File: src/rtl/mul_share_arbiter.sv
`default_nettype none
// ============================================================================
// Module      : mul_share_arbiter
// Description : Round-robin arbiter sharing one 8x8 multiplier among four
//               requesters, with a WAIT-state timeout that aborts hung ops.
// Revision    : 1.0 - initial release
// ============================================================================
module mul_share_arbiter #(
  parameter int TIMEOUT = 15
) (
  input  logic        clk,
  input  logic        reset,
  input  logic [3:0]  req_valid,
  input  logic [31:0] req_a,
  input  logic [31:0] req_b,
  output logic [3:0]  req_ready,
  output logic [3:0]  rsp_valid,
  output logic [15:0] rsp_product,
  output logic        rsp_err,
  output logic        mul_start,
  output logic [7:0]  mul_a,
  output logic [7:0]  mul_b,
  input  logic [15:0] mul_product,
  input  logic        mul_done,
  output logic        busy
);

  localparam logic [1:0] S_IDLE  = 2'd0;
  localparam logic [1:0] S_ISSUE = 2'd1;
  localparam logic [1:0] S_WAIT  = 2'd2;
  localparam logic [1:0] S_RESP  = 2'd3;

  // Count holds completed WAIT cycles, so the TIMEOUT-th WAIT cycle sees TIMEOUT-1.
  localparam logic [7:0] c_expire = 8'(TIMEOUT - 1);

  logic [1:0]  r_state;
  logic [1:0]  r_ptr;
  logic [1:0]  r_owner;
  logic [7:0]  r_count;
  logic [15:0] r_result;
  logic        r_err;
  logic [7:0]  r_op_a;
  logic [7:0]  r_op_b;

  logic        w_found;
  logic [1:0]  w_grant_idx;
  logic        w_accept;
  logic        w_expire;

  always_comb begin : rr_search
    logic [1:0] idx;
    w_found     = 1'b0;
    w_grant_idx = 2'd0;
    idx         = 2'd0;
    for (int k = 0; k < 4; k++) begin
      idx = r_ptr + 2'(k);
      if (!w_found && req_valid[idx]) begin
        w_found     = 1'b1;
        w_grant_idx = idx;
      end
    end
  end

  // The asynchronous reset also masks the combinational grant path.
  assign w_accept = (r_state == S_IDLE) && w_found && !reset;
  assign w_expire = (r_count == c_expire);

  always_ff @(posedge clk or posedge reset) begin
    if (reset) begin
      r_state  <= S_IDLE;
      r_ptr    <= 2'd0;
      r_owner  <= 2'd0;
      r_count  <= 8'd0;
      r_result <= 16'd0;
      r_err    <= 1'b0;
      r_op_a   <= 8'd0;
      r_op_b   <= 8'd0;
    end else begin
      case (r_state)
        S_IDLE: begin
          if (w_found) begin
            r_op_a  <= req_a[{w_grant_idx, 3'b000} +: 8];
            r_op_b  <= req_b[{w_grant_idx, 3'b000} +: 8];
            r_owner <= w_grant_idx;
            r_count <= 8'd0;
            r_state <= S_ISSUE;
          end
        end
        S_ISSUE: begin
          r_state <= S_WAIT;
        end
        S_WAIT: begin
          if (mul_done) begin
            r_result <= mul_product;
            r_err    <= 1'b0;
            r_state  <= S_RESP;
          end else if (w_expire) begin
            r_result <= 16'd0;
            r_err    <= 1'b1;
            r_state  <= S_RESP;
          end else begin
            r_count <= r_count + 8'd1;
          end
        end
        S_RESP: begin
          r_ptr   <= r_owner + 2'd1;
          r_state <= S_IDLE;
        end
        default: begin
          r_state <= S_IDLE;
        end
      endcase
    end
  end

  assign req_ready   = w_accept ? (4'b0001 << w_grant_idx) : 4'b0000;
  assign rsp_valid   = (r_state == S_RESP) ? (4'b0001 << r_owner) : 4'b0000;
  assign rsp_product = r_result;
  assign rsp_err     = (r_state == S_RESP) && r_err;
  assign mul_start   = (r_state == S_ISSUE);
  assign mul_a       = r_op_a;
  assign mul_b       = r_op_b;
  assign busy        = (r_state != S_IDLE);

endmodule
`default_nettype wire
File: config.mk
export PLATFORM = sky130hd
export DESIGN_NAME = mul_share_arbiter
export DESIGN_NICKNAME = d
export VERILOG_FILES = /design/src/rtl/mul_share_arbiter.sv
export SDC_FILE = /design/constraint.sdc
export NUM_CORES = 1
export LEC_CHECK = 0
export ABC_CLOCK_PERIOD_IN_PS = 6500
export CAP_MARGIN = 20
export CORE_MARGIN = 2
export CORE_UTILIZATION = 30
export DETAILED_ROUTE_END_ITERATION = 8
export GPL_TIMING_DRIVEN = 0
export PLACE_DENSITY = 0.63
export REMOVE_ABC_BUFFERS = 1
export SYNTH_ARGS = -nofsm -noshare
export SYNTH_HDL_FRONTEND = slang
export SYNTH_SLANG_ARGS = --single-unit
File: constraint.sdc
create_clock -name clk -period 6.5 [get_ports clk]
set_input_delay 1.3 -clock clk [delete_from_list [all_inputs] [get_ports clk]]
set_output_delay 1.3 -clock clk [all_outputs]
set_load 0.01 [all_outputs]
==> summary.md <==
### Run status
- finished, final reports clean — result of the run

### Clock network
- 0.09 ns — clock-pin slew reported for the worst setup and hold paths after clock tree synthesis
- 0 — post-CTS repair timing setup buffer count
- 2 — Max Buffers Root-to-Sink
- 0.31 ns — later-pin clock latency in the skew report
- sky130_fd_sc_hd__clkbuf_8 — CTS Root Cell
- 47 — sink count of the clock tree
- 5 — cts bufs inserted
- yes — TritonCTS clock tree
- 2 — number of H-tree levels
- 0 — number of hold-repair buffers added at the cts stage
- 0 — PostCTS Resize Cnt

### STA
- no — unrepaired setup endpoints after global routing
- 35.4% — tightest slew margin relative to the limit
- 0 ns — setup TNS after final layout
- 80.4% — final critical-path share of the clock period
- 191 MHz — peak clock frequency supported by timing
- 0 — Final Hold Violating Endpoints
- 5.23 ns — final critical delay including setup and external delays
- 0.0128 ns — clk_skew
- 0 — final setup fails
- 0.509 ns — smallest hold slack
- 0 — number of max-slew violations in the final report
- 0.968 ns — transition time at the pin with the least slew margin

### Setup path
- 3.93 ns — CP arrival
- r_count[6]$_DFFE_PP0P_ — Worst R2R End
- input port — Worst Setup Start Kind
- req_ready[3] — Critical Path End
- output port — category of the worst setup path capture point
- r_state[0]$_DFFE_PP0P_ — critical register-to-register path startpoint
- 7 — FF-to-FF path depth
- 5.20 ns — required time of the critical path
- 18 — critical-path maximum fanout
- in -> out — critical setup path kind
- req_valid[1] — Critical path origin
- 4.22 ns — register-to-register path setup slack

### Die
- 8680 um2 — area of the placeable core
- 30.8% — initial core utilization
- 98.4 um — die span in y
- 9680 um2 — area enclosed by the die boundary
- 130 — top-level port count
- 34 — total number of placement rows
- 98.4 um — die width

### Hold path
- reg -> reg — Hold/Removal Path Class
- rsp_product[5]$_DFFE_PP0P_ — start point of the worst hold path

### Layout
- 6.79% — ratio of cells with drive above 1 in the final layout
- sky130_fd_sc_hd__clkdlybuf4s50_1 — most frequent standard cell in the layout excluding fill and tap cells
- 491 — count of placed standard cells in the final layout, fillers left out
- 56.6% — post-synthesis to final-layout area growth
- sky130_fd_sc_hd__clkdlybuf4s50_1, sky130_fd_sc_hd__dfrtp_1, sky130_fd_sc_hd__o21ai_0 — most frequent cells in the layout
- 4190 um2 — final non-filler cell area
- 480 — fin nets
- 0 — Diodes inserted

### Power
- 30.3% — sequential cell fraction of total power
- 0.00178 uW — leakage power figure
- 39.8% — switching portion of total power
- 216 uV — VDD IR-drop max
- 981 uW — Int Pwr
- 389 nW/um2 — Power Dens Cells
- 58.2% — Combinational Power Share
- 11.5% — power share of the clock group
- 648 uW — reported net switching power

### GRT
- 17.1% — All-Layer GR Usage
- met2 — Top Usage Layer GRT
- 2600 — number of global-route vias before repair
- 35 — largest net degree at the start of global routing
- 26.7% — global routing usage on met2
- 3.51% — met3 routing resource usage after global routing
- 13500 um — global-route wire length before repair
- 0 — total grt overflow
- 0 — initial antenna violation count
- 24.3% — global routing usage on met1

### Route
- 5.13 — routed vias/inst
- 0 — DRC
- 5 — first drt pass iteration count
- 119 — Detailed Route Iter0 Violations
- 16.6 um — mean routed wirelength per cell
- 2517 — count of vias placed by the detailed router
- 0 — residual antenna-violating net count after detailed routing
- 8170 um — Post-Route WL

### Place
- 6010 um — HPWL after detailed placement
- 129 — buffers added on ports
- 4070 um2 — dpl cell area
- 482 — cell count after placement
- 0.782 — weighted congestion at the end of routability-driven global placement

### Logic synthesis
- 47 — number of flip-flops and latches in the synthesized netlist
- 2670 um2 — synthesized cell area
- 43 — Distinct cells, synth
- 0 — count of warnings emitted by yosys
- 258 — count of mapped cells out of synthesis
- 10.4 um2 — synthesized area divided by synthesized cell count
- 44.0% — portion of the post-synthesis area used by sequential elements

### Flow run
- 0 — number of max-capacitance violations reported

==> through the flow <==
step | util (%) | power [uW] | worst slack [ns]
finish | 48.2 | 1630 | 1.27
global route | 48.2 | 1760 | 1.04
CTS | 47.9 | 1630 | 0.990
detailed placement | 46.8 | 1440 | 0.990
global placement | 46.3 | 1400 | 0.955
floorplan | - | 993 | 2.40
==> sequential cells by signal, indices dropped and copies added (netlist names) <==
name and count:
rsp_product 16, r_ptr 2, r_err 1, r_count 8, mul_a 8, r_owner 2
r_state 2, mul_b 8
==> final cells by class <==
class                   instances  area (um2)
clock buffers                   5        68.8
multi-input cells             186        1380
well taps                     108         135
clock inverters                 3        25.0
repair buffers                133        1370
fillers                       830        4490
inverters                       9        33.8
flip-flops and latches         47        1180
==> cell families after synthesis <==
kind of cell,after synthesis,synth area share [%]
buffers and inverters,25,4.40
XOR/XNOR,2,0.656
AO/OA/AOI/OAI,88,23.4
flip-flops,47,44.0
adder cells (fa/ha/maj),11,5.15
AND/OR/NAND/NOR,67,15.6
multiplexers,18,6.84
==> power by group through the flow <==
stage               registers (uW)  logic, uW  clock network [uW]
CTS                            494        942                 195
global placement               498        907                   0
floorplan                      537        455                   0
finish                         493        948                 187
global route                   512       1040                 206
detailed placement             499        936                   0
==> per-layer routing <==
metal	share of wire, %	vias up
met5	0	-
met4	1.3	0
met3	6.3	8
met2	46	82
met1	47	1204
li1	-	1223
==> worst max-delay path: stages <==
cell	delay, ns
sky130_fd_sc_hd__clkdlybuf4s50_1	0.54
sky130_fd_sc_hd__or2_1	0.17
sky130_fd_sc_hd__nand4b_2	0.39
sky130_fd_sc_hd__nand2_1	0.68
sky130_fd_sc_hd__and4_1	0.28
sky130_fd_sc_hd__clkdlybuf4s50_1	0.55
==> cell usage after synthesis (all sizes together) <==
cell type	instances	area, um2
dfrtp	47	1180
o21ai	26	138
and3	17	108
a211oi	16	120
a22o	16	140
mux2i	16	160
o22ai	16	100
ha	11	138
nand2	11	41.3
and2	9	56.3
clkbuf	9	33.8
inv	9	33.8
nor2	8	30.0
buf	7	50.1
nand2b	5	31.3
a21oi	4	20.0
nor4	4	43.8
and4	3	27.5
a311oi	2	35.0
mux2	2	22.5
nand4	2	12.5
nand4b	2	30.0
nor2b	2	12.5
or3	2	12.5
xor2	2	17.5
a32o	1	10.0
nand3	1	5.00
o2111a	1	11.3
o2111ai	1	8.76
o211ai	1	7.51
o21a	1	7.51
o2bb2ai	1	8.76
o31ai	1	7.51
o32a	1	10.0
or2	1	6.26
==> worst min-delay path by stage <==
stage	cells after the start	slack, ns	to
final	1	0.51	rsp_product[5]$_DFFE_PP0P_
after global routing	1	0.52	rsp_product[14]$_DFFE_PP0P_
after CTS	1	0.51	rsp_product[4]$_DFFE_PP0P_
after detailed placement	2	0.48	r_err$_DFFE_PP0P_
after global placement	1	0.48	rsp_product[9]$_DFFE_PP0P_
after floorplan	2	0.45	r_err$_DFFE_PP0P_
(Power assumes the default switching activity.)
